==> src/rtl/req_encoder_16to4_if.sv <==
// Request/grant bundle between the event sources, the consumer and the 16-to-4 encoder.
interface req_encoder_16to4_if;
  logic [15:0] req;
  logic [15:0] mask;
  logic        ack;
  logic [3:0]  code;
  logic        valid;
  logic [15:0] pending;
  logic        overrun;

  modport master (
    output req, mask, ack,
    input  code, valid, pending, overrun
  );

  modport slave (
    input  req, mask, ack,
    output code, valid, pending, overrun
  );
endinterface

==> src/rtl/req_encoder_16to4.sv <==
// 16-to-4 request encoder: edge-captures 16 request lines into sticky pending
// bits, arbitrates (fixed or round-robin) and offers one code at a time with a
// valid/ack handshake. Used as the CPU event/interrupt encoder.
module req_encoder_16to4 #(
  parameter bit ROUND_ROBIN = 1'b0
) (
  input logic               clk,
  input logic               rst_n,
  req_encoder_16to4_if.slave bus
);

  typedef enum logic {IDLE = 1'b0, OFFER = 1'b1} state_t;

  state_t      state, state_nxt;
  logic [15:0] req_q;
  logic [15:0] pending_r;
  logic [15:0] rise;
  logic [15:0] clr;
  logic [15:0] elig;
  logic [3:0]  code_r;
  logic [3:0]  last_grant;
  logic [3:0]  sel;
  logic        overrun_r;
  logic        valid_c;
  logic        fire;

  function automatic logic [15:0] onehot16(input logic [3:0] idx);
    onehot16 = 16'h0001 << idx;
  endfunction

  // Lowest set index wins.
  function automatic logic [3:0] sel_fixed(input logic [15:0] e);
    sel_fixed = 4'd0;
    for (int i = 15; i >= 0; i--) begin
      if (e[i]) sel_fixed = 4'(i);
    end
  endfunction

  // First set index scanning lg+1 upward, wrapping modulo 16 back to lg.
  function automatic logic [3:0] sel_rr(input logic [15:0] e, input logic [3:0] lg);
    logic [3:0] idx;
    logic       found;
    sel_rr = 4'd0;
    found  = 1'b0;
    for (int i = 1; i <= 16; i++) begin
      idx = lg + 4'(i);
      if (!found && e[idx]) begin
        sel_rr = idx;
        found  = 1'b1;
      end
    end
  endfunction

  assign rise = bus.req & ~req_q;
  assign fire = valid_c & bus.ack;
  assign clr  = fire ? onehot16(code_r) : 16'h0000;
  assign elig = pending_r & ~bus.mask;
  assign sel  = ROUND_ROBIN ? sel_rr(elig, last_grant) : sel_fixed(elig);

  // State register.
  always_ff @(posedge clk or negedge rst_n) begin
    if (!rst_n) state <= IDLE;
    else        state <= state_nxt;
  end

  // Next-state logic: offer when anything is eligible, return to IDLE on ack.
  always_comb begin
    state_nxt = state;
    case (state)
      IDLE:    if (elig != 16'h0000) state_nxt = OFFER;
      OFFER:   if (bus.ack)          state_nxt = IDLE;
      default: state_nxt = IDLE;
    endcase
  end

  // Output decode: valid is asserted for exactly the OFFER state.
  always_comb begin
    valid_c = (state == OFFER);
  end

  // Edge capture into sticky pending bits; a new rise beats the ack clear.
  always_ff @(posedge clk or negedge rst_n) begin
    if (!rst_n) begin
      req_q     <= 16'h0000;
      pending_r <= 16'h0000;
      overrun_r <= 1'b0;
    end else begin
      req_q     <= bus.req;
      pending_r <= (pending_r & ~clr) | rise;
      overrun_r <= |(rise & pending_r & ~clr);
    end
  end

  // Latch the offered code on entry to OFFER; remember the last accepted grant.
  always_ff @(posedge clk or negedge rst_n) begin
    if (!rst_n) begin
      code_r     <= 4'd0;
      last_grant <= 4'd15;
    end else begin
      if (state == IDLE && elig != 16'h0000) code_r <= sel;
      if (fire) last_grant <= code_r;
    end
  end

  assign bus.code    = code_r;
  assign bus.valid   = valid_c;
  assign bus.pending = pending_r;
  assign bus.overrun = overrun_r;

endmodule

==> src/flat_wrapper.sv <==
// flat-port wrapper written by rule: the top's interface ports become plain ports
module req_encoder_16to4_flat 
#(
  parameter bit ROUND_ROBIN = 1'b0
)
  (clk, rst_n, bus_req, bus_mask, bus_ack, bus_code, bus_valid, bus_pending, bus_overrun);
  req_encoder_16to4_if bus_i ();
  input logic clk;
  input logic rst_n;
  input wire logic [$bits(bus_i.req)-1:0] bus_req;
  input wire logic [$bits(bus_i.mask)-1:0] bus_mask;
  input wire logic [$bits(bus_i.ack)-1:0] bus_ack;
  output wire logic [$bits(bus_i.code)-1:0] bus_code;
  output wire logic [$bits(bus_i.valid)-1:0] bus_valid;
  output wire logic [$bits(bus_i.pending)-1:0] bus_pending;
  output wire logic [$bits(bus_i.overrun)-1:0] bus_overrun;
  assign bus_i.req = bus_req;
  assign bus_i.mask = bus_mask;
  assign bus_i.ack = bus_ack;
  assign bus_code = bus_i.code;
  assign bus_valid = bus_i.valid;
  assign bus_pending = bus_i.pending;
  assign bus_overrun = bus_i.overrun;
  req_encoder_16to4 #(.ROUND_ROBIN(ROUND_ROBIN)) u_core (.clk(clk), .rst_n(rst_n), .bus(bus_i));
endmodule
==> config.mk <==
export PLATFORM = sky130hd
export DESIGN_NAME = req_encoder_16to4_flat
export DESIGN_NICKNAME = d
export VERILOG_FILES = /design/src/rtl/req_encoder_16to4_if.sv /design/src/rtl/req_encoder_16to4.sv /design/src/flat_wrapper.sv
export SDC_FILE = /design/constraint.sdc
export NUM_CORES = 1
export LEC_CHECK = 0
export BUFFER_PORTS_ARGS = -buffer_cell sky130_fd_sc_hd__buf_2
export CORE_MARGIN = 5
export CORE_UTILIZATION = 54
export CTS_CLUSTER_SIZE = 24
export DETAILED_ROUTE_END_ITERATION = 16
export GPL_ROUTABILITY_DRIVEN = 1
export PLACE_DENSITY = 0.9
export SYNTH_ARGS = -nofsm -noshare
export SYNTH_HDL_FRONTEND = slang
export SYNTH_SLANG_ARGS = --single-unit
==> constraint.sdc <==
create_clock -name clk -period 2.5 [get_ports clk]
set_clock_uncertainty 0.05 [all_clocks]
set_input_delay 0.125 -clock clk [delete_from_list [all_inputs] [get_ports clk]]
set_output_delay 0.125 -clock clk [all_outputs]
set_load 0.02 [all_outputs]
==> flow_summary_export.csv, run 1 <==
group,metric,value,unit
power_and_ir_drop,pwr_density_cell,602,nW/µm²
floorplan,dieArea,4520,µm²
final_layout,diodes,0,
clocking,tritoncts,"built",
clocking,cts.clk_slew.worst_paths,0.12,ns
clocking,clock_path_buffers,2,
final_layout,drive_gt1_frac,0.337,
routing,drc_errors,0,
clocking,cts_inserted_buffers,5,
hold_path,hold_path_class,"in -> reg",
flow_run,cap_violations,0,
grt,grt_overflow,0,
worst_setup_path,critPathCaptureType,"register",
floorplan,row_count,20,
synth,syn_area_per_cell,10.7,µm²
clocking,cts_resized,0,
synth,synth_cell_type_count,33,
synth,synth-edff-count,0,
clocking,clockRootBuffer,"clkbuf_4",
worst_setup_path,crit_type,"reg -> reg",
routing,dr_total_vias,1597,
floorplan,die_y,67.3,µm
sta,timing.fmax,533,MHz
grt,grt_max_degree,39,
routing,dr.pass1.iters,4,
grt,grt_pass1_vias,1649,
worst_setup_path,crit_arrival,2.05,ns
sta,fin_crit_sh,0.750,
place,port_buffers,56,
routing,drt_iter0_markers,134,
place,dp_cells,264,
grt,grt_first_pass_wirelength,7620,µm
synth,synthesis.nets,200,
floorplan,core,3100,µm²
run_status,status,"finished clean",
floorplan,io_pins,57,
sta,tns,0,ns
final_layout,nNetsFinal,280,
synth,synthCells,165,
sta,period_needed,1.88,ns
routing,drt-total-wl,4580,µm
routing,vias_per_cell,5.51,
grt,grt_usage,0.229,
sta,tightest_slew,0.805,ns
place,hpwl,3460,µm
routing,wl_per_cell,15.8,µm
power_and_ir_drop,ir_drop,506,µV
synth,synth_area,1770,µm²
place,place_congestion,0.906,
synth,synth_warnings,0,
sta,slew_headroom,0.464,
routing,drt.antenna.violating_nets,0,
sta,rsz0062_at_grt,"no",
sta,drv_slew,0,
final_layout,layoutNonFillerInstCount,290,
clocking,worstSkewPairLatency,0.35,ns
clocking,cts_setup_buffers,0,
final_layout,area_growth,32.7,%
power_and_ir_drop,leakage,1.02,nW
worst_setup_path,required,2.68,ns
final_layout,fillers,218,
synth,yosysSeqAreaShare,0.537,
worst_setup_path,startpoint_type,"register",
floorplan,start_util,0.571,
synth,synth-main-ff-cell,"dfrtp_1",
clocking,cts_sinks,38,
synth,synth-async-reset-ratio,1.00,
worst_setup_path,path_max_fanout,14,
clocking,ctsHtreeMaxLevel,2,
sta,setup-violations-final,0,
floorplan,die_width,67.3,µm
sta,hold_viol,0,
synth,ys_ff_latch,38,
grt,antenna_found_initial,0,
==> cell families after synthesis <==
group           after synthesis  share of synthesized area
mux                           1                    0.00565
flops                        38                      0.537
compound gates               41                      0.140
simple gates                 82                      0.310
buf+inv                       3                    0.00707
==> Yosys cell counts (2+ instances only) <==
library cell / count / area share
inv_1: 2 / 0.0042
dfrtp_1: 38 / 0.54
nor2b_1: 4 / 0.014
o21ai_1: 2 / 0.0057
nor4_1: 3 / 0.011
a21oi_1: 3 / 0.0085
or2b_1: 3 / 0.013
nand2b_1: 20 / 0.071
o22a_1: 2 / 0.0099
or2b_2: 8 / 0.040
nand2_1: 23 / 0.049
o22ai_1: 9 / 0.032
o21ai_0: 19 / 0.054
nand4_1: 2 / 0.0071
nor2b_4: 2 / 0.016
nand4_4: 2 / 0.024
nor2_1: 6 / 0.013
nand4b_1: 2 / 0.0099
==> registers in the layout (all words and copies together), names as in the netlist <==
name,flops
u_core.bus.code,4
u_core.bus.overrun,1
u_core.bus.pending,16
u_core.bus.valid,1
u_core.req_q,16
==> path summary, 6_finish.rpt <==
check,to,startpoint,slack [ns],cells after the start
setup reg to reg,u_core.bus.overrun,u_core.bus.valid,0.62,5
min in group asynchronous,u_core.req_q[7],rst_n,0.34,2
setup / recovery,u_core.bus.overrun,u_core.bus.valid,0.62,5
hold / removal,u_core.bus.code[1],bus_mask[8],0.17,4
max in group asynchronous,u_core.req_q[0],rst_n,1.55,2
hold reg to reg,u_core.bus.pending[0],u_core.req_q[0],0.46,2
==> cells in the final DEF, fill, tap and decap left out, types with 2 or more instances in the layout <==
cell	Yosys	layout
a21oi_1	3	3
o22a_1	2	2
dlygate4sd3_1	0	18
or2b_1	3	3
nand2_1	23	23
or2b_2	8	8
nand4b_1	2	2
nand2b_1	20	20
nand4_1	2	2
nor2_1	6	6
nor4_1	3	3
buf_2	1	56
inv_1	2	2
o22ai_1	9	9
nor2b_1	4	4
clkbuf_4	0	5
nor2b_4	2	2
o21ai_0	19	19
o21ai_1	2	2
dfrtp_1	38	38
nand4_4	2	2
==> stage by stage <==
stage / total power [mW] / hold slack, ns / area [µm²] / util / worst slack, ns
2_1_floorplan: 0.915 / -0.221 / 1770 / - / 0.722
3_3_place_gp: 1.04 / 0.197 / 2100 / 0.677 / 0.713
3_5_place_dp: 1.05 / 0.200 / 2100 / 0.677 / 0.679
4_1_cts: 1.42 / 0.152 / 2350 / 0.757 / 0.663
5_1_grt: 1.50 / 0.177 / 2350 / 0.757 / 0.496
6_report: 1.41 / 0.166 / 2350 / 0.757 / 0.624
==> where the power goes <==
group	internal (mW)	total [mW]	switching (mW)
Clock	0.140	0.349	0.209
Combinational	0.148	0.349	0.200
Sequential	0.664	0.716	0.0516
==> final cells by class <==
type / count / area [µm²] / share of cell area
Clock buffer: 6 / 51.3 / 0.0218
Multi-Input combinational cell: 124 / 807 / 0.344
Timing Repair Buffer: 74 / 460 / 0.196
Sequential cell: 38 / 951 / 0.405
Inverter: 2 / 7.51 / 0.00320
Tap cell: 44 / 55.1 / 0.0234
Clock inverter: 2 / 16.3 / 0.00693
==> layer usage <==
metal  up-vias  GRT usage  share of wire
li1        755          -              -
met1       754      0.261           0.38
met2        82      0.401           0.51
met3         6     0.0732          0.098
met4         0     0.0785          0.011
met5         -          0              0
==> worst max-delay path, cell delays in order, from the launching register on <==
cell and delay [ns]:
dfrtp_1 0.65, nand4_1 0.27, o21ai_0 0.34, o22ai_1 0.12, nor4_1 0.26, nand2_1 0.08
==> repair_timing <==
item / 4_1_cts / 5_1_grt
endpoints found under the hold margin: 70 / 0
endpoints found under the setup margin: 0 / 0
hold buffers: 18 / 0
(Power assumes the default switching activity.)
==> run 2: changes to the inputs <==
--- a/config.mk
+++ b/config.mk
@@ -5,13 +5,14 @@
 export SDC_FILE = /design/constraint.sdc
 export NUM_CORES = 1
 export LEC_CHECK = 0
+export ABC_AREA = 1
 export BUFFER_PORTS_ARGS = -buffer_cell sky130_fd_sc_hd__buf_2
 export CORE_MARGIN = 5
-export CORE_UTILIZATION = 54
+export CORE_UTILIZATION = 50
 export CTS_CLUSTER_SIZE = 24
 export DETAILED_ROUTE_END_ITERATION = 16
 export GPL_ROUTABILITY_DRIVEN = 1
-export PLACE_DENSITY = 0.9
+export PLACE_DENSITY = 0.85
 export SYNTH_ARGS = -nofsm -noshare
 export SYNTH_HDL_FRONTEND = slang
 export SYNTH_SLANG_ARGS = --single-unit
==> constraint.sdc (replaced) <==
create_clock -name clk -period 1.8 [get_ports clk]
set_clock_uncertainty 0.05 [all_clocks]
set_input_delay 0.09 -clock clk [delete_from_list [all_inputs] [get_ports clk]]
set_output_delay 0.09 -clock clk [all_outputs]
set_load 0.02 [all_outputs]
==> run 2 against run 1 <==
Combinational power rose to 2.8 times the previous value; wire length down 8.7%; power up 82%; maximum frequency up 13%; via count down 0.19%; sequential cell count unchanged; global-route usage down 4.5 points; utilization down 6.4 points; sequential power up 61%; area after synthesis down 0.28%; sequential share of layout area up 0.075 points; critical path type unchanged; critical endpoint unchanged; largest cell class unchanged; largest power group unchanged; highest routed layer unchanged.
==> flow_summary_export.csv, run 2 <==
group,metric,value,unit
run_status,status,"finished clean",
worst_setup_path,r2r_start,"u_core.bus.code[1]",
sta,slew_headroom,0.686,
power_and_ir_drop,internal_power,1.52,mW
final_layout,nNetsFinal,334,
synth,synth_most_common_cell,"nand2_1",
final_layout,area_growth,33.0,%
worst_setup_path,required,1.98,ns
clocking,cts_inserted_buffers,5,
routing,drt_iter0_markers,105,
sta,fin_crit_sh,0.924,
power_and_ir_drop,p_sw,1.05,mW
sta,drv_slew,0,
clocking,ctsHtreeMaxLevel,2,
routing,dr_total_vias,1594,
synth,synth_warnings,0,
power_and_ir_drop,p_sw_frac,0.408,
worst_setup_path,path_buf_inv,1,
worst_setup_path,r2r_end,"u_core.bus.overrun",
sta,hold_viol,0,
power_and_ir_drop,clkPwrFrac,0.179,
place,hpwl,3150,µm
clocking,cts_sinks,38,
synth,syn_area_per_cell,8.10,µm²
final_layout,finalInstanceArea,2350,µm²
place,dpl_cell_area,2100,µm²
grt,antenna_found_initial,0,
worst_setup_path,reg2regPathDepth,7,
hold_path,hold_path_class,"in -> reg",
floorplan,io_pins,57,
synth,synth_area,1770,µm²
grt,grt_first_pass_wirelength,7130,µm
sta,timing.fmax,601,MHz
sta,hold_slack,0.0156,ns
sta,tns,0,ns
final_layout,final_cell_mix,"nand2_1 (80), buf_2 (56), dfrtp_1 (37)",
grt,grt_pass1_vias,1651,
synth,synth.area.top_cells,"dfrtp_1 (54%), nand2_1 (17%), inv_1 (7.4%)",
grt,grt_overflow,0,
routing,dr.pass1.iters,4,
synth,synth_cell_type_count,25,
floorplan,start_util,0.521,
worst_setup_path,critPathTopFamily,"simple AND/OR/NAND/NOR gates",
synth,synth_top_area_share,0.539,
sta,setup-violations-final,0,
power_and_ir_drop,power.share.sequential,0.446,
flow_run,cap_violations,0,
clocking,clockRootBuffer,"clkbuf_4",
routing,drt-total-wl,4180,µm
hold_path,hold_start,"bus_mask[1]",
synth,ys_ff_latch,38,
synth,synthesis.nets,253,
worst_setup_path,cp_cell_sequence,"inv_2 -> nand3_1 -> o21ai_1 -> or2_1 -> o2111ai_1 -> nor4_2 -> nand2_1",
sta,rsz0062_at_grt,"no",
synth,yosysTopAreaCell,"dfrtp_1",
routing,drt.antenna.violating_nets,0,
place,place_congestion,0.869,
floorplan,dieArea,4820,µm²
synth,yosysSeqAreaShare,0.539,
clocking,tritoncts,"built",
clocking,clock_path_buffers,2,
final_layout,diodes,0,
sta,worst_slack,0.136,ns
clocking,worstSkewPairLatency,0.35,ns
place,dp_slack,0.0276,ns
worst_setup_path,startpoint_type,"register",
synth,synthCells,218,
floorplan,core,3390,µm²
worst_setup_path,crit_type,"reg -> reg",
worst_setup_path,cp_slowest_stage_delay,0.47,ns
power_and_ir_drop,leakage,1.24,nW
grt,grt_max_degree,39,
synth,synth-main-ff-cell,"dfrtp_1",
final_layout,drive_gt1_frac,0.270,
routing,wl_per_cell,12.1,µm
worst_setup_path,critPathSlowestCell,"dfrtp_1",
grt,grt_usage,0.184,
synth,netlist_top_cells_count,"nand2_1 (80), dfrtp_1 (38), inv_1 (35), o21ai_0 (12), nor2_1 (9)",
floorplan,die_width,69.4,µm
place,port_buffers,56,
synth,synth-async-reset-ratio,1.00,
routing,drc_errors,0,
synth,synth-edff-count,0,
sta,tightest_slew,0.470,ns
worst_setup_path,crit_cells,7,
sta,period_needed,1.66,ns
power_and_ir_drop,combPwrFrac,0.375,
floorplan,die_y,69.4,µm
routing,vias_per_cell,4.61,
hold_path,holdPathStages,6,
hold_path,hold_path_end,"u_core.bus.code[0]",
worst_setup_path,path_max_fanout,6,
power_and_ir_drop,ir_drop,546,µV
clocking,cts.clk_slew.worst_paths,0.12,ns
worst_setup_path,crit_arrival,1.85,ns
worst_setup_path,r2r_setup_slack,0.14,ns
worst_setup_path,critPathCaptureType,"register",
power_and_ir_drop,pwr_density_cell,1090,nW/µm²
floorplan,row_count,21,
clocking,cts_setup_buffers,0,
final_layout,mostFrequentLayoutCell,"nand2_1",
[run 2: cell types whose count changed in the layout (fill, tap and decap cells not counted), moves of 4 or more]
cell      before  now
o22ai_1        9    4
o21ai_1        2    6
nand2b_1      20    0
or2b_2         8    0
nand3_1        1    6
inv_1          2   35
inv_2          0    6
nor2b_1        4    0
o21ai_0       19   11
nand2_1       23   80
[run 2: tightest hold or removal path, stage by stage]
cell     delay, ns
buf_2         0.07
inv_1         0.03
nand2_1       0.06
nand2_1       0.05
nand2_1       0.05
nand2_1       0.04
[run 2: layout make-up]
cell class | count | area, µm²
clock buffers | 7 | 55.1
clock inverters | 1 | 5.00
fillers | 272 | 1040
inverters | 41 | 154
multi-input cells | 138 | 656
flip-flops and latches | 38 | 952
well taps | 46 | 57.6
repair buffers | 75 | 468
[run 2: through the flow]
| stage | power [mW] | utilization | cells |
|---|---|---|---|
| detailed placement | 2.08 | 0.619 | 320 |
| finish | 2.57 | 0.693 | 346 |
| CTS | 2.57 | 0.690 | 346 |
| global placement | 2.06 | 0.619 | 320 |
| global route | 2.75 | 0.693 | 346 |
| floorplan | 1.78 | - | 218 |
[run 2: routing by layer]
| metal | global-route usage | wire length [µm] | up-vias | part of all wire |
|---|---|---|---|---|
| met1 | 0.215 | 1730 | 702 | 0.41 |
| met2 | 0.309 | 2080 | 38 | 0.50 |
| met4 | 0.0846 | 119 | 0 | 0.028 |
| li1 | - | - | 842 | - |
| met3 | 0.0536 | 242 | 12 | 0.058 |
| met5 | 0 | 0 | - | 0 |
[run 2: what timing repair did]
item                                   4_1_cts  5_1_grt
endpoints found under the hold margin       71        0
setup endpoints to repair                    0        1
resized for setup                            0        3
hold buffers                                18        0
[run 2: worst max-delay path by stage]
stage	startpoint	endpoint	slack, ns
CTS	u_core.bus.code[2]	u_core.bus.overrun	0.004
finish	u_core.bus.code[1]	u_core.bus.overrun	0.14
detailed placement	u_core.bus.code[2]	u_core.bus.overrun	0.03
global route	u_core.bus.valid	u_core.bus.overrun	0.007
floorplan	u_core.bus.code[2]	u_core.bus.overrun	0.25
global placement	u_core.bus.code[1]	u_core.bus.overrun	0.07
[run 2: logic make-up (layout without fill, tap and decap cells)]
group           count (synthesis)  in the layout  share of synthesized area
simple gates                  110            110                      0.269
buf+inv                        42            124                     0.0936
flops                          38             38                      0.539
compound gates                 28             28                     0.0985
[run 2: power by group through the flow]
stage	clock network (mW)	registers, mW	logic [mW]
floorplan	0	1.28	0.496
global placement	0	1.15	0.915
detailed placement	0	1.16	0.927
CTS	0.464	1.14	0.966
global route	0.500	1.17	1.08
finish	0.459	1.15	0.962
==> run 3: changes to the inputs <==
--- a/config.mk
+++ b/config.mk
@@ -6,13 +6,14 @@
 export NUM_CORES = 1
 export LEC_CHECK = 0
 export ABC_AREA = 1
-export BUFFER_PORTS_ARGS = -buffer_cell sky130_fd_sc_hd__buf_2
 export CORE_MARGIN = 5
-export CORE_UTILIZATION = 50
+export CORE_UTILIZATION = 55
+export CTS_CLUSTER_DIAMETER = 40
 export CTS_CLUSTER_SIZE = 24
 export DETAILED_ROUTE_END_ITERATION = 16
+export DONT_BUFFER_PORTS = 1
 export GPL_ROUTABILITY_DRIVEN = 1
-export PLACE_DENSITY = 0.85
+export PLACE_DENSITY = 0.79
 export SYNTH_ARGS = -nofsm -noshare
 export SYNTH_HDL_FRONTEND = slang
 export SYNTH_SLANG_ARGS = --single-unit
==> constraint.sdc (replaced) <==
create_clock -name clk -period 1.4 [get_ports clk]
set_clock_uncertainty 0.05 [all_clocks]
set_input_delay 0.07 -clock clk [delete_from_list [all_inputs] [get_ports clk]]
set_output_delay 0.07 -clock clk [all_outputs]
set_load 0.02 [all_outputs]
==> run 3 against run 2 <==
Die area is 7.8% lower; the run now ends with negative hold slack, negative setup slack left; sequential share of layout area is 4.9 points lower; sequential power is 31% higher; setup slack worse by 0.68 ns; hold slack worse by 0.016 ns; non-clock buffer count is 2 lower; register-to-register slack worse by 0.68 ns; sequential cell count stayed put; global-route usage is 9.0 points higher; largest cell class unchanged; final area is 15% higher.
==> flow_summary_export.csv, run 3 (synthesized netlist as in run 2, its figures left out) <==
group,metric,value,unit
run_status,status,"finished, violations left",
run_status,violations,"negative hold slack, negative setup slack",
worst_setup_path,cp_slowest_stage_delay,0.48,ns
final_layout,layoutNonFillerInstCount,342,
routing,vias_per_cell,6.09,
flow_run,cap_violations,0,
clocking,cts_inserted_buffers,5,
clocking,ctsHtreeMaxLevel,2,
place,hpwl,3240,µm
final_layout,fillers,137,
sta,hold_slack,-0.000666,ns
worst_setup_path,critPathCaptureType,"register",
clocking,cts_sinks,38,
worst_setup_path,crit_arrival,2.14,ns
routing,drc_errors,0,
sta,slew_headroom,0.743,
sta,worst_slack,-0.544,ns
final_layout,mostFrequentLayoutCell,"nand2_1",
worst_setup_path,worst_path_most_repeated_cell,"o21ai_1",
clocking,clock_path_buffers,2,
routing,drt-total-wl,7360,µm
floorplan,core,3080,µm²
routing,drt_iter0_markers,279,
sta,hold_viol,1,
grt,grt_usage,0.274,
routing,dr_total_vias,2083,
power_and_ir_drop,finalPower,4.19,mW
worst_setup_path,startpoint_type,"register",
floorplan,start_util,0.574,
power_and_ir_drop,pwr_density_cell,1550,nW/µm²
clocking,worstSkewPairLatency,0.36,ns
final_layout,nNetsFinal,332,
floorplan,io_pins,57,
place,dp_slack,-0.352,ns
floorplan,die_width,66.7,µm
clocking,clockRootBuffer,"clkbuf_4",
worst_setup_path,path_max_fanout,4,
grt,grt_max_degree,39,
final_layout,drive_gt1_frac,0.386,
grt,antenna_found_initial,0,
floorplan,dieArea,4440,µm²
sta,period_needed,1.94,ns
sta,drv_slew,0,
hold_path,hold_path_class,"in -> reg",
floorplan,row_count,20,
power_and_ir_drop,ir_drop,1090,µV
grt,grt_first_pass_wirelength,8950,µm
power_and_ir_drop,leakage,1.32,nW
routing,dr.pass1.iters,6,
grt,grt_overflow,0,
worst_setup_path,critPathSlowestCell,"dfrtp_2",
sta,timing.fmax,514,MHz
place,place_congestion,0.844,
final_layout,regArea,966,µm²
sta,rsz0062_at_grt,"yes",
sta,setup-violations-final,9,
worst_setup_path,crit_type,"reg -> reg",
final_layout,area_growth,53.5,%
sta,fin_crit_sh,1.39,
final_layout,final_cell_mix,"nand2_1 (65), buf_4 (45), inv_1 (34)",
final_layout,multi_input_comb_area,843,µm²
floorplan,die_y,66.7,µm
routing,wl_per_cell,21.5,µm
worst_setup_path,cp_cell_sequence,"buf_4 -> nor3_2 -> inv_1 -> o21ai_1 -> o21ai_1 -> nor4_1 -> nand2_1",
final_layout,diodes,0,
routing,drt.antenna.violating_nets,0,
clocking,tritoncts,"built",
clocking,cts.clk_slew.worst_paths,0.12,ns
sta,tightest_slew,0.382,ns
worst_setup_path,required,1.59,ns
place,dp_cells,296,
grt,grt_pass1_vias,1935,
place,port_buffers,0,
sta,tns,-1.67,ns
==> run 3: metal layers <==
metal | track usage | vias to the layer above | routed length (µm)
met1 | 0.317 | 970 | 2410
li1 | - | 843 | -
met2 | 0.457 | 210 | 3660
met4 | 0.114 | 0 | 428
met5 | 0 | - | 0
met3 | 0.0961 | 60 | 858
==> run 3: metrics by stage <==
stage | hold slack [ns] | instance area, µm² | util
after global placement | -0.275 | 2110 | 0.686
final | -0.000666 | 2710 | 0.880
after detailed placement | -0.275 | 2110 | 0.686
after global routing | 0.00986 | 2710 | 0.880
after floorplan | -0.276 | 1810 | -
after CTS | -0.244 | 2570 | 0.837
==> run 3: repair_timing <==
item,4_1_cts,5_1_grt
gates resized for setup,25,28
endpoints found under the hold margin,73,1
hold buffers,21,1
buffers inserted,14,6
setup endpoints to repair,5,9
pin swaps,11,19
==> run 3: cell type report <==
class,count,share of cell area
tap,44,0.0203
multi-input combinational,138,0.311
clock buffer,8,0.0180
timing repair buffer,73,0.235
sequential,38,0.356
inverter,41,0.0596
==> run 3: report_power, final <==
group	switching [mW]	internal (mW)	total, mW
Sequential	0.210	1.30	1.51
Clock	0.366	0.200	0.566
Combinational	1.27	0.849	2.12
Total	1.84	2.35	4.19
==> run 3: critical path, delay by kind of cell, from the launching register on <==
kind,cells,cell delay [ns]
flops,1,0.48
buf+inv,2,0.28
compound gates,2,0.39
simple gates,3,0.64
==> run 3: worst paths after layout <==
| kind | end | depth (start not counted) | slack, ns | from |
|---|---|---|---|---|
| setup / recovery | u_core.bus.overrun | 7 | -0.54 | u_core.bus.code[0] |
| hold / removal | u_core.bus.code[1] | 2 | -0.0007 | bus_mask[0] |
| setup reg to reg | u_core.bus.overrun | 7 | -0.54 | u_core.bus.code[0] |
| hold reg to reg | u_core.bus.pending[0] | 1 | 0.47 | u_core.req_q[0] |
| max in group asynchronous | u_core.bus.code[1] | 2 | 0.96 | rst_n |
| min in group asynchronous | u_core.req_q[11] | 2 | 0.12 | rst_n |
